==> config.mk <==
export PLATFORM = sky130hd
export DESIGN_NAME = axis_frame_arbiter_flat
export DESIGN_NICKNAME = d
export VERILOG_FILES = /design/src/rtl/axis_pkg.sv /design/src/rtl/axis_frame_arbiter_if.sv /design/src/rtl/axis_skid_reg.sv /design/src/rtl/axis_frame_arbiter.sv /design/src/flat_wrapper.sv
export SDC_FILE = /design/constraint.sdc
export NUM_CORES = 1
export LEC_CHECK = 0
export BUFFER_PORTS_ARGS = -buffer_cell sky130_fd_sc_hd__buf_2
export CAP_MARGIN = 40
export CORE_ASPECT_RATIO = 0.9
export CORE_MARGIN = 10
export CORE_UTILIZATION = 44
export DETAILED_ROUTE_END_ITERATION = 6
export MAX_ROUTING_LAYER = met4
export PLACE_DENSITY = 0.8
export SYNTH_ARGS = -nofsm -noshare
export SYNTH_HDL_FRONTEND = slang
export SYNTH_SLANG_ARGS = --single-unit
==> constraint.sdc <==
create_clock -name clk -period 2.4 [get_ports clk]
set_clock_uncertainty 0.15 [all_clocks]
set_input_delay 0.6 -clock clk [delete_from_list [all_inputs] [get_ports clk]]
set_output_delay 0.6 -clock clk [all_outputs]
set_load 0.02 [all_outputs]
==> src/rtl/axis_pkg.sv <==
// Shared definitions for the AXI4-Stream blocks: arbiter state encoding,
// round-robin selection and a clog2 helper that never returns zero.
package axis_pkg;

    localparam logic [0:0] ST_IDLE   = 1'b0;
    localparam logic [0:0] ST_ACTIVE = 1'b1;

    // Width of an index field for n items; a single item still needs one bit.
    function automatic int clog2_min1(input int n);
        return (n > 2) ? $clog2(n) : 1;
    endfunction

    // First requester found scanning upward from last+1, wrapping at n (n <= 16).
    // Returns last when nothing is requesting.
    function automatic int rr_select(input logic [15:0] req, input int last, input int n);
        int   idx;
        int   sel;
        logic found;
        sel   = last;
        found = 1'b0;
        for (int k = 1; k <= 16; k++) begin
            idx = last + k;
            if (idx >= n) idx -= n;
            if (k <= n && !found && req[idx[3:0]]) begin
                sel   = idx;
                found = 1'b1;
            end
        end
        return sel;
    endfunction

endpackage

==> src/rtl/axis_frame_arbiter_if.sv <==
// Bundled upstream (S_COUNT sources) and downstream stream signals of the arbiter.
interface axis_frame_arbiter_if #(
    parameter int S_COUNT    = 4,
    parameter int DATA_WIDTH = 8,
    parameter int KEEP_WIDTH = ((DATA_WIDTH + 7) / 8),
    parameter int USER_WIDTH = 1
);
    import axis_pkg::*;

    localparam int ID_WIDTH = clog2_min1(S_COUNT);

    logic [S_COUNT*DATA_WIDTH-1:0] s_axis_tdata;
    logic [S_COUNT*KEEP_WIDTH-1:0] s_axis_tkeep;
    logic [S_COUNT-1:0]            s_axis_tvalid;
    logic [S_COUNT-1:0]            s_axis_tready;
    logic [S_COUNT-1:0]            s_axis_tlast;
    logic [S_COUNT*USER_WIDTH-1:0] s_axis_tuser;

    logic [DATA_WIDTH-1:0]         m_axis_tdata;
    logic [KEEP_WIDTH-1:0]         m_axis_tkeep;
    logic                          m_axis_tvalid;
    logic                          m_axis_tready;
    logic                          m_axis_tlast;
    logic [ID_WIDTH-1:0]           m_axis_tid;
    logic [USER_WIDTH-1:0]         m_axis_tuser;

    // Arbiter side: consumes the sources, drives the shared output.
    modport slave (
        input  s_axis_tdata, s_axis_tkeep, s_axis_tvalid, s_axis_tlast, s_axis_tuser,
        output s_axis_tready,
        output m_axis_tdata, m_axis_tkeep, m_axis_tvalid, m_axis_tlast, m_axis_tid, m_axis_tuser,
        input  m_axis_tready
    );

    // Environment side: drives the sources, consumes the shared output.
    modport master (
        output s_axis_tdata, s_axis_tkeep, s_axis_tvalid, s_axis_tlast, s_axis_tuser,
        input  s_axis_tready,
        input  m_axis_tdata, m_axis_tkeep, m_axis_tvalid, m_axis_tlast, m_axis_tid, m_axis_tuser,
        output m_axis_tready
    );

endinterface

==> src/rtl/axis_skid_reg.sv <==
// Two-entry registered skid buffer. Output and upstream ready come straight
// from flops, so no combinational path runs from m_ready to s_ready.
module axis_skid_reg #(
    parameter int WIDTH = 8
) (
    input  logic             clk,
    input  logic             rst_n,
    input  logic [WIDTH-1:0] s_data,
    input  logic             s_valid,
    output logic             s_ready,
    output logic [WIDTH-1:0] m_data,
    output logic             m_valid,
    input  logic             m_ready
);
    logic [WIDTH-1:0] out_data_q, out_data_d, skid_data_q, skid_data_d;
    logic             out_valid_q, out_valid_d, skid_valid_q, skid_valid_d;

    // Fill the output entry first; spill into the skid entry only when the
    // output is held, and drain the skid entry before accepting more.
    always_comb begin
        out_data_d   = out_data_q;
        out_valid_d  = out_valid_q;
        skid_data_d  = skid_data_q;
        skid_valid_d = skid_valid_q;
        if (skid_valid_q) begin
            if (m_ready) begin
                out_data_d   = skid_data_q;
                out_valid_d  = 1'b1;
                skid_valid_d = 1'b0;
            end
        end else if (m_ready || !out_valid_q) begin
            out_valid_d = s_valid;
            if (s_valid) out_data_d = s_data;
        end else if (s_valid) begin
            skid_data_d  = s_data;
            skid_valid_d = 1'b1;
        end
    end

    // Both entries are discarded on reset.
    always_ff @(posedge clk or negedge rst_n) begin
        if (!rst_n) begin
            out_data_q   <= '0;
            out_valid_q  <= 1'b0;
            skid_data_q  <= '0;
            skid_valid_q <= 1'b0;
        end else begin
            out_data_q   <= out_data_d;
            out_valid_q  <= out_valid_d;
            skid_data_q  <= skid_data_d;
            skid_valid_q <= skid_valid_d;
        end
    end

    assign s_ready = ~skid_valid_q;
    assign m_data  = out_data_q;
    assign m_valid = out_valid_q;

endmodule

==> src/rtl/axis_frame_arbiter.sv <==
// Frame-granular round-robin arbiter: one source owns the output from grant
// until its tlast beat is accepted; beats are tagged with the source on tid.
module axis_frame_arbiter
    import axis_pkg::*;
#(
    parameter int S_COUNT     = 4,
    parameter int DATA_WIDTH  = 8,
    parameter int KEEP_ENABLE = (DATA_WIDTH > 8),
    parameter int KEEP_WIDTH  = ((DATA_WIDTH + 7) / 8),
    parameter int USER_WIDTH  = 1
) (
    input  logic                           clk,
    input  logic                           rst_n,
    input  logic                           enable,
    axis_frame_arbiter_if.slave            bus,
    output logic                           grant_active,
    output logic [clog2_min1(S_COUNT)-1:0] grant_index
);
    localparam int ID_WIDTH = clog2_min1(S_COUNT);
    localparam int PW       = DATA_WIDTH + KEEP_WIDTH + 1 + ID_WIDTH + USER_WIDTH;

    logic [0:0]            state_q, state_d;
    logic [ID_WIDTH-1:0]   grant_q, grant_d;
    logic [S_COUNT-1:0]    s_tready;
    logic                  skid_ready;
    logic                  beat_valid, beat_last, xfer;
    logic [DATA_WIDTH-1:0] beat_data;
    logic [KEEP_WIDTH-1:0] beat_keep;
    logic [USER_WIDTH-1:0] beat_user;
    logic [PW-1:0]         in_payload, out_payload;

    // Granted source's beat; keep is forced to all ones when not propagated.
    assign beat_data  = bus.s_axis_tdata[int'(grant_q)*DATA_WIDTH +: DATA_WIDTH];
    assign beat_keep  = (KEEP_ENABLE != 0) ? bus.s_axis_tkeep[int'(grant_q)*KEEP_WIDTH +: KEEP_WIDTH]
                                           : {KEEP_WIDTH{1'b1}};
    assign beat_user  = bus.s_axis_tuser[int'(grant_q)*USER_WIDTH +: USER_WIDTH];
    assign beat_last  = bus.s_axis_tlast[grant_q];
    assign beat_valid = (state_q == ST_ACTIVE) && bus.s_axis_tvalid[grant_q];
    assign xfer       = beat_valid && skid_ready;
    assign in_payload = {beat_data, beat_keep, beat_last, grant_q, beat_user};

    // Only the granted source sees ready, and only while the skid entry is free.
    always_comb begin
        s_tready = '0;
        if (state_q == ST_ACTIVE) s_tready[grant_q] = skid_ready;
    end

    // Arbitrate in IDLE; hold the grant until the tlast beat is accepted.
    always_comb begin
        state_d = state_q;
        grant_d = grant_q;
        case (state_q)
            ST_IDLE: begin
                if (enable && |bus.s_axis_tvalid) begin
                    grant_d = ID_WIDTH'(rr_select(16'(bus.s_axis_tvalid), int'(grant_q), S_COUNT));
                    state_d = ST_ACTIVE;
                end
            end
            default: begin
                if (xfer && beat_last) state_d = ST_IDLE;
            end
        endcase
    end

    // Reset parks the last grant at S_COUNT-1 so source 0 wins first.
    always_ff @(posedge clk or negedge rst_n) begin
        if (!rst_n) begin
            state_q <= ST_IDLE;
            grant_q <= ID_WIDTH'(S_COUNT - 1);
        end else begin
            state_q <= state_d;
            grant_q <= grant_d;
        end
    end

    axis_skid_reg #(.WIDTH(PW)) u_skid (
        .clk     (clk),
        .rst_n   (rst_n),
        .s_data  (in_payload),
        .s_valid (beat_valid),
        .s_ready (skid_ready),
        .m_data  (out_payload),
        .m_valid (bus.m_axis_tvalid),
        .m_ready (bus.m_axis_tready)
    );

    assign {bus.m_axis_tdata, bus.m_axis_tkeep, bus.m_axis_tlast,
            bus.m_axis_tid, bus.m_axis_tuser} = out_payload;
    assign bus.s_axis_tready = s_tready;
    assign grant_active      = (state_q == ST_ACTIVE);
    assign grant_index       = grant_q;

endmodule
==> src/flat_wrapper.sv <==
// flat-port wrapper written by rule: the top's interface ports become plain ports
module axis_frame_arbiter_flat import axis_pkg::*;
#(
    parameter int S_COUNT     = 4,
    parameter int DATA_WIDTH  = 8,
    parameter int KEEP_ENABLE = (DATA_WIDTH > 8),
    parameter int KEEP_WIDTH  = ((DATA_WIDTH + 7) / 8),
    parameter int USER_WIDTH  = 1
)
  (clk, rst_n, enable, grant_active, grant_index, bus_s_axis_tdata, bus_s_axis_tkeep, bus_s_axis_tvalid, bus_s_axis_tlast, bus_s_axis_tuser, bus_s_axis_tready, bus_m_axis_tdata, bus_m_axis_tkeep, bus_m_axis_tvalid, bus_m_axis_tlast, bus_m_axis_tid, bus_m_axis_tuser, bus_m_axis_tready);
  axis_frame_arbiter_if #(.S_COUNT(S_COUNT), .DATA_WIDTH(DATA_WIDTH), .KEEP_WIDTH(KEEP_WIDTH), .USER_WIDTH(USER_WIDTH)) bus_i ();
  input  logic clk;
  input  logic rst_n;
  input  logic enable;
  output logic grant_active;
  output logic [clog2_min1(S_COUNT)-1:0] grant_index;
  input wire logic [$bits(bus_i.s_axis_tdata)-1:0] bus_s_axis_tdata;
  input wire logic [$bits(bus_i.s_axis_tkeep)-1:0] bus_s_axis_tkeep;
  input wire logic [$bits(bus_i.s_axis_tvalid)-1:0] bus_s_axis_tvalid;
  input wire logic [$bits(bus_i.s_axis_tlast)-1:0] bus_s_axis_tlast;
  input wire logic [$bits(bus_i.s_axis_tuser)-1:0] bus_s_axis_tuser;
  output wire logic [$bits(bus_i.s_axis_tready)-1:0] bus_s_axis_tready;
  output wire logic [$bits(bus_i.m_axis_tdata)-1:0] bus_m_axis_tdata;
  output wire logic [$bits(bus_i.m_axis_tkeep)-1:0] bus_m_axis_tkeep;
  output wire logic [$bits(bus_i.m_axis_tvalid)-1:0] bus_m_axis_tvalid;
  output wire logic [$bits(bus_i.m_axis_tlast)-1:0] bus_m_axis_tlast;
  output wire logic [$bits(bus_i.m_axis_tid)-1:0] bus_m_axis_tid;
  output wire logic [$bits(bus_i.m_axis_tuser)-1:0] bus_m_axis_tuser;
  input wire logic [$bits(bus_i.m_axis_tready)-1:0] bus_m_axis_tready;
  assign bus_i.s_axis_tdata = bus_s_axis_tdata;
  assign bus_i.s_axis_tkeep = bus_s_axis_tkeep;
  assign bus_i.s_axis_tvalid = bus_s_axis_tvalid;
  assign bus_i.s_axis_tlast = bus_s_axis_tlast;
  assign bus_i.s_axis_tuser = bus_s_axis_tuser;
  assign bus_s_axis_tready = bus_i.s_axis_tready;
  assign bus_m_axis_tdata = bus_i.m_axis_tdata;
  assign bus_m_axis_tkeep = bus_i.m_axis_tkeep;
  assign bus_m_axis_tvalid = bus_i.m_axis_tvalid;
  assign bus_m_axis_tlast = bus_i.m_axis_tlast;
  assign bus_m_axis_tid = bus_i.m_axis_tid;
  assign bus_m_axis_tuser = bus_i.m_axis_tuser;
  assign bus_i.m_axis_tready = bus_m_axis_tready;
  axis_frame_arbiter #(.S_COUNT(S_COUNT), .DATA_WIDTH(DATA_WIDTH), .KEEP_ENABLE(KEEP_ENABLE), .KEEP_WIDTH(KEEP_WIDTH), .USER_WIDTH(USER_WIDTH)) u_core (.clk(clk), .rst_n(rst_n), .enable(enable), .bus(bus_i), .grant_active(grant_active), .grant_index(grant_index));
endmodule
==> results of run 1 <==
==> layer usage <==
metal | global-route usage, % | up-vias | share of wire (%)
met1 | 16.1 | 836 | 44
li1 | - | 829 | -
met4 | 5.17 | 0 | 0.98
met5 | - | - | 0
met2 | 22.7 | 50 | 51
met3 | 3.51 | 7 | 4.3
==> timing repair <==
action / 4_1_cts / 5_1_grt
buffers inserted: 0 / 2
hold endpoints to repair: 0 / 0
endpoints found under the setup margin: 0 / 2
hold buffers: 0 / 0
==> worst max-delay path, cell delays in order (launching register included) <==
cell	delay, ps
dfstp_2	590
inv_1	150
ha_1	220
and2_1	130
buf_2	150
==> cell usage in the layout, fill, tap and decap left out, types with 2 or more instances in the layout <==
cell | Yosys | final
o22ai_1 | 12 | 12
nand2_1 | 11 | 11
dfstp_2 | 2 | 2
nor3_1 | 33 | 33
mux2i_1 | 3 | 3
or4_1 | 2 | 2
nand3b_1 | 3 | 3
mux4_2 | 6 | 6
nand2b_1 | 2 | 2
buf_4 | 0 | 8
buf_2 | 5 | 68
nand4_1 | 2 | 2
mux4_1 | 6 | 6
clkbuf_8 | 0 | 6
o21ai_0 | 4 | 4
ha_1 | 5 | 4
dfrtp_1 | 29 | 29
nor2b_1 | 2 | 2
mux2_1 | 4 | 4
inv_1 | 4 | 4
and2_1 | 5 | 5
mux2_2 | 8 | 8
==> cells by family after synthesis <==
family	Yosys count
multiplexers	27
AND/OR/NAND/NOR	67
buffers and inverters	15
flip-flops	31
adder cells (fa/ha/maj)	5
AO/OA/AOI/OAI	28
==> metrics by stage <==
stage / cell area, um^2 / total power [uW] / setup slack (ps) / hold WS (ps)
final: 2490 / 3520 / 135 / 204
after floorplan: 1960 / 2430 / 0.287 / 154
after global placement: 2360 / 2890 / 117 / 317
after CTS: 2470 / 3500 / 0.0280 / 231
after global routing: 2490 / 3770 / 40.3 / 250
after detailed placement: 2360 / 2960 / 87.1 / 328
==> power by group through the flow <==
stage	logic [uW]	registers [uW]	clock network (uW)
floorplan	1280	1150	0
global placement	1890	1000	0
detailed placement	1940	1020	0
CTS	1950	1010	539
global route	2170	1040	560
finish	1990	998	532
==> registers in the layout, summed over array words and instances, names as in the netlist <==
register / flops
u_core.grant_index: 2
u_core.u_skid.skid_valid_q: 1
u_core.u_skid.skid_data_q: 13
u_core.grant_active: 1
u_core.u_skid.m_valid: 1
u_core.u_skid.m_data: 13
==> final timing paths <==
path                                                           from                                        to  slack, ps
hold reg to reg            u_core.u_skid.skid_data_q[4]$_DFFE_PN0P_  u_core.u_skid.skid_data_q[4]$_DFFE_PN0P_        330
min in group clk           u_core.u_skid.skid_data_q[4]$_DFFE_PN0P_  u_core.u_skid.skid_data_q[4]$_DFFE_PN0P_        330
setup reg to reg                  u_core.grant_index[0]$_DFFE_PN1P_       u_core.u_skid.m_data[1]$_DFFE_PN0P_        190
hold / removal                                                rst_n       u_core.u_skid.m_data[4]$_DFFE_PN0P_        200
max in group asynchronous                                     rst_n  u_core.u_skid.skid_data_q[6]$_DFFE_PN0P_       1450
setup / recovery                  u_core.grant_index[1]$_DFFE_PN1P_                      bus_s_axis_tready[1]        130
==> cell type report <==
| class | count | area, um^2 | share of cell area [%] |
|---|---|---|---|
| multi-input combinational | 127 | 1100 | 44.3 |
| sequential | 31 | 778 | 31.3 |
| timing repair buffer | 76 | 400 | 16.1 |
| clock buffer | 6 | 82.6 | 3.32 |
| tap | 60 | 75.1 | 3.02 |
| clock inverter | 2 | 35.0 | 1.41 |
| inverter | 4 | 15.0 | 0.603 |
==> reports/qor.csv, run 1 <==
stage;metric;value;unit
run_status;status;complete, no violations;
power;p_sw;1510;uW
logic_synthesis;synth_xor_area_share;0;%
detailed_routing;first_iter_violations;96;
worst_hold_path;hold_path.class;input pin to async pin;
logic_synthesis;netlist_top_cells_count;33 x nor3_1, 29 x dfrtp_1, 12 x o22ai_1;
logic_synthesis;synth_warnings;0;
logic_synthesis;synth_top_area_share;37.4;%
setup_path;crit_type;flip-flop to primary output;
place;gp_congestion;0.900;
global_routing;gr-usage-all-layers;13.9;%
detailed_routing;drt_drc_violations_left;0;
timing;tightest_slew;686;ps
setup_path;cp_max_fo;6;
timing;min_period;2270;ps
logic_synthesis;synth_most_common_cell;nor3_1;
logic_synthesis;synth-compound-area-share;9.94;%
finish;fin_util;59.9;%
timing;period_share;94.4;%
finish;area_delta_synth_final;28.4;%
logic_synthesis;synth_top_family_by_area;multiplexers;
setup_path;critical_path_arrival;1520;ps
finish;layout-drive-gt1-share;42.3;%
place;post-dp-hpwl;3990;um
logic_synthesis;synth_cells;173;
logic_synthesis;synthSimpleGateAreaFrac;19.5;%
power;p_leak;0.00115;uW
global_routing;grt_pass1_vias;1833;
power;power.share.clock;15.1;%
clocking;clk_pin_slew;70;ps
die;fp.dieArea;0.00747;mm^2
setup_path;critPathCaptureType;primary output;
die;die_w;90.0;um
logic_synthesis;yosys.area.top_type;dfrtp_1;
logic_synthesis;synth_flop_cell;dfrtp_1;
finish;antenna_cells;0;
logic_synthesis;synthMuxAreaShare;23.6;%
setup_path;required;1650;ps
finish;final_nets;302;
die;num_rows;22;
timing;hold_viol;0;
logic_synthesis;synth-seq-area-share;40.1;%
detailed_routing;vias;1722;
die;die_y;83.0;um
clocking;clkLatencyLatePin;280;ps
power;sw_frac_of_total;42.9;%
setup_path;r2r_cells;4;
logic_synthesis;async_flop_share;100;%
finish;final_cell_count_no_fill;306;
clocking;clockBufferDepth;2;
setup_path;start_kind;flip-flop;
die;initial_core_util;46.7;%
logic_synthesis;ys_seq_elements;31;
detailed_routing;ant_nets;0;
power;seq_power_share;28.4;%
clocking;cts_made_buffers;5;
detailed_routing;wirelength;5220;um
power;ir_drop;0.465;mV
finish;fillCellCount;342;
clocking;cts_resized;0;
logic_synthesis;synth_fa_ha_area_share;3.23;%
global_routing;grt_max_degree;32;
timing;grt_setup_unrepaired;false;
clocking;clock_sinks;31;
timing;fmax;441;MHz
logic_synthesis;syn_nets;230;
clocking;cts_root_buf;clkbuf_8;
logic_synthesis;yosys.cell_types.count;42;
place;dp_cells;296;
logic_synthesis;synth_area;0.00194;mm^2
logic_synthesis;netlist_top_cells_area;dfrtp_1 37%, nor3_1 8.5%, mux4_1 8.1%;
detailed_routing;drtPass1Iterations;5;
logic_synthesis;synth_edf_count;0;
timing;setup_viol;0;
die;num_io_pins;73;
timing;max-slew-margin-rel;54.3;%
job;max_cap_viol_count;0;
detailed_routing;viasPerCell;5.63;
power;p_int;2010;uW
detailed_routing;post_drt_wl_per_cell;17.1;um
global_routing;antenna_found_initial;0;
power;power.density;1410;mW/mm^2
clocking;htreeDepth;2;
logic_synthesis;synth_area_per_cell;11.2;um^2
place;io_buffers;68;
clocking;tritoncts;yes;
timing;fin_setup_tns;0;ps
global_routing;grt_first_pass_wirelength;8490;um
die;core_area;0.00416;mm^2
global_routing;gr-total-overflow;0;
power;p_comb_share;56.5;%
timing;drv_slew;0;
Note: power is estimated with default switching activity, not from simulation.
==> run 2, diff against run 1 <==
--- a/config.mk
+++ b/config.mk
@@ -5,14 +5,15 @@
 export SDC_FILE = /design/constraint.sdc
 export NUM_CORES = 1
 export LEC_CHECK = 0
+export ABC_AREA = 1
 export BUFFER_PORTS_ARGS = -buffer_cell sky130_fd_sc_hd__buf_2
 export CAP_MARGIN = 40
 export CORE_ASPECT_RATIO = 0.9
 export CORE_MARGIN = 10
-export CORE_UTILIZATION = 44
+export CORE_UTILIZATION = 45
 export DETAILED_ROUTE_END_ITERATION = 6
 export MAX_ROUTING_LAYER = met4
-export PLACE_DENSITY = 0.8
+export PLACE_DENSITY = 0.81
 export SYNTH_ARGS = -nofsm -noshare
 export SYNTH_HDL_FRONTEND = slang
 export SYNTH_SLANG_ARGS = --single-unit
==> reports/qor.csv, run 2 <==
stage;metric;value;unit
run_status;status;complete, no violations;
logic_synthesis;synth_edf_count;0;
logic_synthesis;synth_top_area_share;36.2;%
setup_path;critPathSlowestCell;dfstp_2;
clocking;clkLatencyLatePin;280;ps
finish;final_nets;398;
power;ir_drop;0.509;mV
timing;holdWs;208;ps
finish;layout-drive-gt1-share;32.7;%
setup_path;critical_path_arrival;1560;ps
setup_path;crit_cells;5;
global_routing;antenna_found_initial;0;
setup_path;required;1650;ps
power;power.density;1410;mW/mm^2
global_routing;grt_max_degree;32;
clocking;clock_sinks;31;
logic_synthesis;synth_warnings;0;
finish;final_cell_mix;101 x nand2_1, 68 x buf_2, 33 x nand3_1, 29 x dfrtp_1;
logic_synthesis;netlist_top_cells_area;dfrtp_1 36%, nand2_1 19%, nand3_1 8.2%;
clocking;clk_pin_slew;60;ps
global_routing;gr-total-overflow;0;
place;gp_congestion;0.877;
clocking;cts_made_buffers;5;
clocking;htreeDepth;2;
logic_synthesis;yosys.cell_types.count;25;
detailed_routing;ant_nets;0;
power;p_int;1790;uW
detailed_routing;drt_drc_violations_left;0;
finish;area_delta_synth_final;23.5;%
clocking;clockBufferDepth;2;
die;core_area;0.00418;mm^2
power;p_comb_share;60.0;%
job;max_cap_viol_count;0;
timing;hold_viol;0;
finish;multi_input_area;0.00106;mm^2
setup_path;crit_type;flip-flop to primary output;
detailed_routing;wirelength;5080;um
setup_path;cp_num_buf_inv;3;
setup_path;cp_cell_sequence;inv_6 -> ha_1 -> inv_1 -> nor2_1 -> buf_2;
die;fp.dieArea;0.00752;mm^2
logic_synthesis;syn_nets;329;
place;dp_cells;392;
logic_synthesis;synth_area_per_cell;7.36;um^2
place;io_buffers;68;
logic_synthesis;ys_seq_elements;31;
power;sw_frac_of_total;48.7;%
timing;drv_slew;0;
logic_synthesis;synth-seq-area-share;38.9;%
detailed_routing;vias;1922;
clocking;tritoncts;yes;
detailed_routing;first_iter_violations;89;
finish;register_area;778;um^2
power;p_leak;0.00132;uW
setup_path;critPathMaxStageDelay;640;ps
global_routing;grt_pass1_vias;1921;
finish;final_common_cell;nand2_1;
die;num_rows;22;
finish;antenna_cells;0;
timing;period_share;96.2;%
global_routing;grt_first_pass_wirelength;8760;um
setup_path;cp_top_family;flip-flops;
die;initial_core_util;47.9;%
logic_synthesis;synth_cells;272;
timing;fin_setup_tns;0;ps
timing;min_period;2310;ps
setup_path;cp_max_fo;29;
timing;max-slew-margin-rel;54.1;%
detailed_routing;post_drt_wl_per_cell;12.6;um
timing;grt_setup_unrepaired;false;
logic_synthesis;async_flop_share;100;%
timing;setup_viol;0;
clocking;cts_root_buf;clkbuf_8;
timing;fmax;433;MHz
setup_path;start_kind;flip-flop;
power;seq_power_share;27.3;%
detailed_routing;viasPerCell;4.78;
global_routing;gr-usage-all-layers;14.0;%
finish;final_cell_count_no_fill;402;
die;num_io_pins;73;
logic_synthesis;yosys.area.top_type;dfrtp_1;
finish;fin_util;59.2;%
die;die_y;83.3;um
logic_synthesis;synth_flop_cell;dfrtp_1;
die;die_w;90.3;um
setup_path;critPathCaptureType;primary output;
logic_synthesis;synth_area;0.00200;mm^2
power;power.share.clock;12.7;%
timing;tightest_slew;689;ps
detailed_routing;drtPass1Iterations;4;
place;post-dp-hpwl;3990;um
power;p_sw;1700;uW
setup_path;r2r_cells;10;
finish;fin_area;0.00247;mm^2
finish;fillCellCount;407;
logic_synthesis;synth_most_common_cell;nand2_1;
place;dpl_cell_area;0.00236;mm^2
logic_synthesis;netlist_top_cells_count;101 x nand2_1, 33 x nand3_1, 29 x dfrtp_1;
worst_hold_path;hold_path.class;input pin to async pin;
-- run 2: cell count changes after synthesis, moves of 6 or more --
cell / before / now
o22ai_1: 12 / 1
nor3_1: 33 / 0
o21a_1: 0 / 9
inv_1: 4 / 14
nand3_1: 1 / 33
o21ai_2: 0 / 11
o21ai_1: 1 / 13
mux4_2: 6 / 0
mux2_2: 8 / 0
nand2_1: 11 / 101
nor2_1: 1 / 14
mux4_1: 6 / 0
nand2_2: 0 / 11
-- run 2: repair_timing --
item,4_1_cts,5_1_grt
resized for setup,0,0
buffers inserted,0,2
hold buffers,0,0
endpoints found under the setup margin,0,1
-- run 2: cell type report --
| class | instances | area share (%) |
|---|---|---|
| multi-input cells | 212 | 43.0 |
| flip-flops and latches | 31 | 31.4 |
| repair buffers | 75 | 15.9 |
| clock buffers | 8 | 4.04 |
| well taps | 60 | 3.03 |
| inverters | 16 | 2.63 |
-- run 2: worst reg2reg max path, stage by stage, from the launching register on --
cell and delay (ps):
dfstp_2 640, inv_6 130, ha_1 370, inv_1 90
nand3_1 90, nand3_1 140, nand3_1 140, nand2_1 80
nor2_1 100, nand2_1 50, nand2_1 50
-- run 2: power groups by stage --
stage | Sequential, uW | Clock [uW] | Combinational, uW
floorplan | 1110 | 0 | 1470
global placement | 958 | 0 | 2040
detailed placement | 965 | 0 | 2090
CTS | 961 | 454 | 2090
global route | 988 | 486 | 2370
finish | 956 | 445 | 2100
-- run 2: worst paths after layout --
path	slack (ps)	from	end
max in group asynchronous	1450	rst_n	u_core.u_skid.skid_data_q[12]$_DFFE_PN0P_
max reg2reg	300	u_core.grant_index[0]$_DFFE_PN1P_	u_core.grant_index[1]$_DFFE_PN1P_
min	210	rst_n	u_core.u_skid.skid_valid_q$_DFF_PN0_
max	90	u_core.grant_index[0]$_DFFE_PN1P_	bus_s_axis_tready[0]
min reg2reg	330	u_core.u_skid.skid_data_q[1]$_DFFE_PN0P_	u_core.u_skid.skid_data_q[1]$_DFFE_PN0P_
min in group clk	330	u_core.u_skid.skid_data_q[1]$_DFFE_PN0P_	u_core.u_skid.skid_data_q[1]$_DFFE_PN0P_
-- run 2: through the flow --
stage	setup WS, ps	total power, uW
finish	90.1	3500
CTS	50.6	3510
global route	10.8	3840
detailed placement	316	3060
global placement	323	3000
floorplan	280	2580
-- run 2: kinds of logic (layout without fill, tap and decap cells) --
family          count (synthesis)  in the layout  share of synthesized area, %
simple gates                  163            163                          35.7
compound gates                 44             44                          14.2
flops                          31             31                          38.9
buf+inv                        29             99                          8.06
fa+ha+maj                       5              5                          3.12
-- run 2: metal layers --
layer	part of all wire, %	vias up	GRT usage [%]
met2	43	67	21.2
met3	5.7	6	4.86
li1	-	1014	-
met5	0	-	-
met1	50	835	17.4
met4	1.0	0	3.74
